File: src/rtl/reg_pipe_pkg.sv
// reg_pipe_pkg
//   Shared constants and helpers for the reg_pipe_mux pipeline:
//   legal parameter ranges, occupancy counter width, a popcount helper
//   and the latency computation (registered slots = DEPTH - bypassed slots).
package reg_pipe_pkg;

   localparam int unsigned MIN_WIDTH = 1;
   localparam int unsigned MAX_WIDTH = 48;
   localparam int unsigned MIN_DEPTH = 1;
   localparam int unsigned MAX_DEPTH = 8;
   localparam int unsigned OCC_W     = 4;

   function automatic int unsigned popcount(input logic [MAX_DEPTH-1:0] v);
      int unsigned n;
      n = 0;
      for (int unsigned i = 0; i < MAX_DEPTH; i++) begin
         if (v[i]) n++;
      end
      return n;
   endfunction

   // Mask bits above the real depth are zero by construction (zero-extended).
   function automatic int unsigned calc_lat(input int unsigned depth,
                                            input logic [MAX_DEPTH-1:0] mask);
      return depth - popcount(mask);
   endfunction

endpackage

File: src/rtl/reg_pipe_mux_pipe_stage.sv
// pipe_stage
//   One pipeline slot: a data+valid register with a bypass mux.
//   BYPASS=1 forwards upstream data/valid combinationally; BYPASS=0
//   presents the registered copy.
// Ports:
//   clk       rising-edge clock
//   rst       synchronous active-low reset
//   en        clock enable (0 holds data and valid)
//   flush     synchronous clear, wins over en
//   in_data   upstream data    / in_valid  upstream valid
//   out_data  slot data output / out_valid slot valid output
module pipe_stage #(
   parameter int unsigned WIDTH  = 18,
   parameter bit          BYPASS = 1'b0
) (
   input  logic             clk,
   input  logic             rst,
   input  logic             en,
   input  logic             flush,
   input  logic [WIDTH-1:0] in_data,
   input  logic             in_valid,
   output logic [WIDTH-1:0] out_data,
   output logic             out_valid
);

   logic [WIDTH-1:0] data_d, data_q;
   logic             valid_d, valid_q;

   always_comb begin
      data_d  = data_q;
      valid_d = valid_q;
      if (flush) begin
         data_d  = '0;
         valid_d = 1'b0;
      end else if (en) begin
         data_d  = in_data;
         valid_d = in_valid;
      end
   end

   always_ff @(posedge clk) begin
      if (!rst) begin
         data_q  <= '0;
         valid_q <= 1'b0;
      end else begin
         data_q  <= data_d;
         valid_q <= valid_d;
      end
   end

   // BYPASS is a constant: a bypassed slot never observes its register.
   assign out_data  = BYPASS ? in_data  : data_q;
   assign out_valid = BYPASS ? in_valid : valid_q;

endmodule

File: src/rtl/reg_pipe_mux.sv
// reg_pipe_mux
//   Configurable pipeline of DEPTH slots; each slot is either a register
//   or a combinational pass-through (BYPASS_MASK bit = 1). Latency is
//   DEPTH - popcount(BYPASS_MASK) enabled cycles. A registered counter
//   tracks how many registered slots hold valid data.
// Ports:
//   clk        rising-edge clock
//   rst        synchronous active-low reset
//   en         clock enable for every registered slot and the counter
//   flush      synchronous clear of all slots and the counter
//   in_data    stage-0 data    / in_valid  stage-0 valid
//   out_data   last-slot data  / out_valid last-slot valid
//   occupancy  number of registered slots holding valid data
module reg_pipe_mux
   import reg_pipe_pkg::*;
#(
   parameter int unsigned          WIDTH       = 18,
   parameter int unsigned          DEPTH       = 4,
   parameter logic [DEPTH-1:0]     BYPASS_MASK = '0
) (
   input  logic             clk,
   input  logic             rst,
   input  logic             en,
   input  logic             flush,
   input  logic [WIDTH-1:0] in_data,
   input  logic             in_valid,
   output logic [WIDTH-1:0] out_data,
   output logic             out_valid,
   output logic [3:0]       occupancy
);

   if (WIDTH < MIN_WIDTH || WIDTH > MAX_WIDTH) begin : g_bad_width
      $error("reg_pipe_mux: WIDTH=%0d outside %0d..%0d", WIDTH, MIN_WIDTH, MAX_WIDTH);
   end
   if (DEPTH < MIN_DEPTH || DEPTH > MAX_DEPTH) begin : g_bad_depth
      $error("reg_pipe_mux: DEPTH=%0d outside %0d..%0d", DEPTH, MIN_DEPTH, MAX_DEPTH);
   end

   localparam logic [MAX_DEPTH-1:0] MASK_EXT = MAX_DEPTH'(BYPASS_MASK);
   localparam int unsigned          LAT      = calc_lat(DEPTH, MASK_EXT);

   logic [WIDTH-1:0] chain_data  [0:DEPTH];
   logic             chain_valid [0:DEPTH];

   assign chain_data[0]  = in_data;
   assign chain_valid[0] = in_valid;

   for (genvar i = 0; i < DEPTH; i++) begin : g_slot
      pipe_stage #(
         .WIDTH  (WIDTH),
         .BYPASS (BYPASS_MASK[i])
      ) u_stage (
         .clk       (clk),
         .rst       (rst),
         .en        (en),
         .flush     (flush),
         .in_data   (chain_data[i]),
         .in_valid  (chain_valid[i]),
         .out_data  (chain_data[i+1]),
         .out_valid (chain_valid[i+1])
      );
   end

   assign out_data  = chain_data[DEPTH];
   assign out_valid = chain_valid[DEPTH];

   logic [OCC_W-1:0] occupancy_d, occupancy_q;

   // Leading bypass slots forward in_valid straight to the first register,
   // and trailing bypass slots expose the last register's valid on
   // out_valid, so these two signals are the enter/leave events.
   always_comb begin
      occupancy_d = occupancy_q;
      if (LAT == 0) begin
         occupancy_d = '0;
      end else if (flush) begin
         occupancy_d = '0;
      end else if (en) begin
         if (in_valid && !out_valid) begin
            occupancy_d = occupancy_q + 4'd1;
         end else if (!in_valid && out_valid) begin
            occupancy_d = occupancy_q - 4'd1;
         end
      end
   end

   always_ff @(posedge clk) begin
      if (!rst) begin
         occupancy_q <= '0;
      end else begin
         occupancy_q <= occupancy_d;
      end
   end

   assign occupancy = occupancy_q;

endmodule
File: config.mk
export PLATFORM = sky130hd
export DESIGN_NAME = reg_pipe_mux
export DESIGN_NICKNAME = d
export VERILOG_FILES = /design/src/rtl/reg_pipe_pkg.sv /design/src/rtl/reg_pipe_mux_pipe_stage.sv /design/src/rtl/reg_pipe_mux.sv
export SDC_FILE = /design/constraint.sdc
export NUM_CORES = 1
export LEC_CHECK = 0
export CORE_UTILIZATION = 25
export DETAILED_ROUTE_END_ITERATION = 16
export PLACE_DENSITY = 0.51
export SLEW_MARGIN = 20
export SYNTH_ARGS = -nofsm -noshare
export SYNTH_HDL_FRONTEND = slang
export SYNTH_SLANG_ARGS = --single-unit
File: constraint.sdc
create_clock -name clk -period 2.69 [get_ports clk]
set_clock_uncertainty 0.1 [all_clocks]
set_input_delay 0.4035 -clock clk [delete_from_list [all_inputs] [get_ports clk]]
set_output_delay 0.4035 -clock clk [all_outputs]
set_load 0.02 [all_outputs]
# == Yosys cells after proc, flatten, opt, wreduce, memory -nomap -nowiden ==
# Index checks and enable logic that the tools add are counted.
# W data, S select, Z words.
# totals
reg_bits,80
in_bits,23
elab_cells,21
# op_classes
n_addsub,2
muxes,2
n_bitwise,1
reduce_logical,7
# op_table
cell,n
$mux W4,2
$add A4 B1 Y4 const B,1
$sub A4 B1 Y4 const B,1
$logic_and A1 B1 Y1,2
$logic_not A1 Y1,2
$reduce_and A2 Y1,1
$reduce_bool A2 Y1,1
$reduce_or A2 Y1,1
$not A1 Y1,1

# == Longest topological paths before layout ==
# depth
depth_word,4
ltp_mapped,8
ltp_nobuf,8

# == Cells and area by module ==
# From an unflattened synthesis, not the netlist that was laid out.
# unflattened
cells_unflattened,275
area_unflattened_um2,3051.7
# modules_own_cells
module,n_inst,cells_per_inst,area_per_inst_um2
pipe_stage,4,62,694.4
reg_pipe_mux,1,27,274.0

# == Least setup slack after synthesis ==
# OpenSTA, ideal clock, no wires.
# synth_timing
path_type,register -> register
from,register g_slot[3].u_stage.valid_q
to,register occupancy_q[3] (netlist: occupancy[3])
setup_ns,0.123
arrival_ns,1.873
required_ns,2.467
setup_slack_ns,0.593
path_stages_with_launch,9
n_path_buf,0
synth_period_minus_slack_ns,2.097
path_cell_list,dfxtp_1 -> inv_1 -> ha_1 -> inv_1 -> ha_1 -> a21o_1 -> a21oi_1 -> mux2i_1 -> mux2_1
# synth_via
elab_chain_cells,4
elab_cells_between_ends,6
# synth_lines
element,line_no,source
from (decl),reg_pipe_mux_pipe_stage.sv:27,"logic valid_d, valid_q;"
from (signal assigned),reg_pipe_mux_pipe_stage.sv:47,valid_q <= valid_d;
$logic_not A1 Y1,reg_pipe_mux.sv:79,if (in_valid && !out_valid) begin
$logic_and A1 B1 Y1,reg_pipe_mux.sv:79,
$reduce_bool A2 Y1 (no source line),-,
$reduce_and A2 Y1 (no source line),-,
to (signal assigned),reg_pipe_mux.sv:91,occupancy_q <= occupancy_d;
to (decl),reg_pipe_mux.sv:67,"logic [OCC_W-1:0] occupancy_d, occupancy_q;"
# Several ways; a longest one is shown, not always the timed one.
# A chain may end at the register's enable or synchronous reset.

# == Final worst setup path ==
# layout_timing
from,input port in_valid
to,register occupancy_q[3] (netlist: occupancy[3])
# layout_via
elab_chain_cells,4
elab_cells_between_ends,6
# layout_lines
element,line_no,source
from (decl),reg_pipe_mux.sv:26,"input logic in_valid,"
$logic_not A1 Y1,reg_pipe_mux.sv:81,end else if (!in_valid && out_valid) begin
$logic_and A1 B1 Y1,reg_pipe_mux.sv:81,
$reduce_bool A2 Y1 (no source line),-,
$reduce_and A2 Y1 (no source line),-,
# Several ways; a longest one is shown, not always the timed one.

==> results.py <==
metrics = {
    "power_and_ir_drop": {
        "max-vdd-ir-drop_mv": 0.2217,
        "combPwrFrac_pct": 5.9,
        "powerDensity_nw_per_um2": 685.2,
        "power_leakage_nw": 1.569,
        "pwr-share-clk_pct": 47.9,
        "power.internal_mw": 2.084,
        "seqPwrFrac_pct": 46.3,
        "p_sw_share_pct": 20.15,
        "p_sw_mw": 0.5259,
    },
    "final_layout": {
        "nNetsFinal": 341,
        "drive_above_1_share_pct": 5.660,
        "areaGrowthSynthToFinish_pct": 23.89,
        "antenna_cells": 0,
    },
    "routing": {
        "via_count": 1881,
        "antenna_left": 0,
        "vias_per_cell": 4.045,
        "firstDrtPassIters": 4,
        "drtIter0Drc": 66,
        "route.detailed.drc": 0,
        "drt_wl_total_microns": 5041,
        "wl_per_cell_microns": 10.84,
    },
    "global_route": {
        "grt_pass1_wl_microns": 8390,
        "grt_max_degree": 69,
        "antenna_found_initial": 0,
        "grt_pass1_vias": 1737,
        "grt_overflow_total": 0,
        "track_usage_pct": 8.504,
    },
    "setup_path": {
        "required_ns": 2.80,
        "critical_path.slowest_cell": "clkdlybuf4s50_1",
        "path_common_cell": "ha_1",
        "worst-path-buf-inv": 2,
        "crit_chain": "clkdlybuf4s50_1 -> ha_1 -> inv_1 -> ha_1 -> a21o_1 -> a21oi_1 -> mux2i_1 -> mux2_1",
        "reg2reg_slack_ns": 0.60,
        "path_class": "input pin to flip-flop",
        "end_kind": "flip-flop",
        "r2r_start": "g_slot[3].u_stage.out_valid",
        "cpPeakStageDelay_ns": 0.49,
        "arrival_ns": 2.35,
        "ff2ff_path_depth": 8,
        "cp_max_fo": 4,
        "timing.rr.end": "occupancy[3]",
        "path_delay_family": "buffers and inverters",
        "cp-start-kind": "input pin",
    },
    "sta": {
        "final_hold_viol_count": 0,
        "fmax_mhz": 447.6,
        "slew_headroom_pct": 60.62,
        "tns_ns": 0,
        "worstMarginPinSlew_ns": 0.5907,
        "finalSetupViolCount": 0,
        "fin_crit_sh_pct": 83.05,
        "report.final.slew_viol_count": 0,
        "worst_slack_ns": 0.4558,
        "rsz0062_at_grt": "false",
        "period_minus_slack_ns": 2.234,
        "holdWs_ns": 0.3761,
    },
    "clock_network": {
        "cts_setup_buffers": 0,
        "cts_max_path_buffers": 2,
        "clk_pin_slew_ns": 0.05,
        "cts.repair.resized": 0,
        "insertion_delay_ns": 0.33,
        "cts_num_sinks": 80,
        "cts_hold_buf": 0,
        "cts_tree": "done",
        "ctsHtreeMaxLevel": 3,
        "cts_made_buffers": 9,
        "cts_root_buffer": "clkbuf_16",
    },
    "hold_path": {
        "min-delay-start": "en",
        "min_to": "g_slot[0].u_stage.out_data[17]",
        "min_path_cells": 3,
        "hold_path.class": "input pin to flip-flop",
    },
    "yosys": {
        "avgSynthCellArea_sq_um": 10.49,
        "ys_ff_latch": 80,
        "synth_edf_count": 0,
        "ys_seq_area_share_pct": 52.10,
        "synth.distinct_cells": 18,
        "async_flop_share_pct": 0,
        "yosysWarnings": 0,
        "syn_nets": 320,
        "synth_cells": 293,
        "synthFlopType": "dfxtp_1",
        "synthesis.area_sq_um": 3074,
    },
    "flow_run": {
        "drv_cap": 0,
    },
    "die": {
        "coreArea_sq_um": 12010,
        "die_y_microns": 112.9,
        "die_w_microns": 112.9,
        "ios": 46,
        "floorplan.initialDensity_pct": 25.59,
        "fp-row-count": 40,
        "die_area_sq_um": 12740,
    },
    "placed_design": {
        "io_buffers": 45,
        "dp_slack_ns": 0.1143,
        "globalplace.congestion": 0.6557,
        "hpwl_microns": 3087,
    },
    "status": {
        "run_status": "complete, no violations",
    },
}
==> power by group through the flow <==
| stage | Clock, mW | Sequential, mW | Combinational (mW) |
|---|---|---|---|
| floorplan | 0 | 1.23 | 0.105 |
| global placement | 0 | 1.23 | 0.153 |
| detailed placement | 0 | 1.23 | 0.155 |
| CTS | 1.31 | 1.21 | 0.156 |
| global route | 1.34 | 1.21 | 0.167 |
| finish | 1.25 | 1.21 | 0.153 |
==> Yosys cell counts (2+ instances only) <==
master,instances,area [sq um]
dfxtp_1,80,1602
xnor2_1,2,17.52
buf_2,5,25.02
nor2_1,81,304.0
buf_4,24,180.2
nand2_1,2,7.510
ha_1,3,37.54
mux2i_1,78,780.8
clkbuf_1,7,26.28
inv_1,3,11.26
==> final cells by class <==
cell class                 instances  area, sq um
clock buffer                      11        232.7
multi-input combinational        173         1221
tap                              147        183.9
fill                            1249         8203
sequential                        80         1602
timing repair buffer              47        488.0
inverter                           3        11.26
clock inverter                     4        70.07
==> worst max-delay path by stage <==
| stage | startpoint | depth (start not counted) | to |
|---|---|---|---|
| 2_1_floorplan | g_slot[3].u_stage.out_valid | 8 | occupancy[3] |
| 5_1_grt | in_valid | 8 | occupancy[3] |
| 3_3_place_gp | in_valid | 8 | occupancy[3] |
| 3_5_place_dp | in_valid | 8 | occupancy[3] |
| 6_report | in_valid | 8 | occupancy[3] |
| 4_1_cts | in_valid | 8 | occupancy[3] |
==> logic make-up after synthesis <==
| logic type | synth area share [%] |
|---|---|
| adders and majority gates | 1.872 |
| xor gates and xnor gates | 0.5699 |
| DFF | 52.10 |
| and+or+nand+nor | 10.79 |
| AOI/OAI and AO/OA | 0.6512 |
| buffers and inverters | 8.262 |
| muxes | 25.76 |
==> worst reg2reg max path, delay by kind of cell (launching register included) <==
family	cells	cell delay, ns
buf+inv	2	0.18
flops	1	0.35
fa+ha+maj	2	0.43
mux	2	0.56
compound gates	2	0.36
==> through the flow <==
stage / cell area (sq um) / util (%) / power (mW) / cells
after floorplan: 3074 / - / 1.338 / 293
after global placement: 3506 / 29.19 / 1.387 / 450
after detailed placement: 3506 / 29.19 / 1.389 / 450
after CTS: 3809 / 31.71 / 2.670 / 465
after global routing: 3809 / 31.71 / 2.720 / 465
final: 3809 / 31.71 / 2.610 / 465
==> routing by layer <==
layer | routed length, microns | track usage, % | part of all wire (%) | vias to the layer above
met5 | 0 | 0 | 0 | -
met2 | 2073 | 12.18 | 41 | 32
met4 | 106 | 5.000 | 2.1 | 0
li1 | - | - | - | 988
met1 | 2583 | 10.60 | 51 | 852
met3 | 278 | 3.642 | 5.5 | 9
==> layout by cell type, fill, tap and decap left out, drive strengths merged <==
cell type       n
nand2           2
clkbuf         11
a21oi           1
mux2i          78
nor2b           1
clkdlybuf4s50  44
dfxtp          80
fa              1
a21o            1
a211oi          1
bufinv          2
nor2           81
inv             3
buf             3
ha              3
xnor2           2
clkinv          2
nand2b          1
mux2            1
==> state kept, by name, summed over array words and instances, names as in the netlist <==
name                      cells
g_slot.u_stage.out_valid      4
occupancy                     4
g_slot.u_stage.out_data      72
Note: power is estimated with default switching activity, not from simulation.
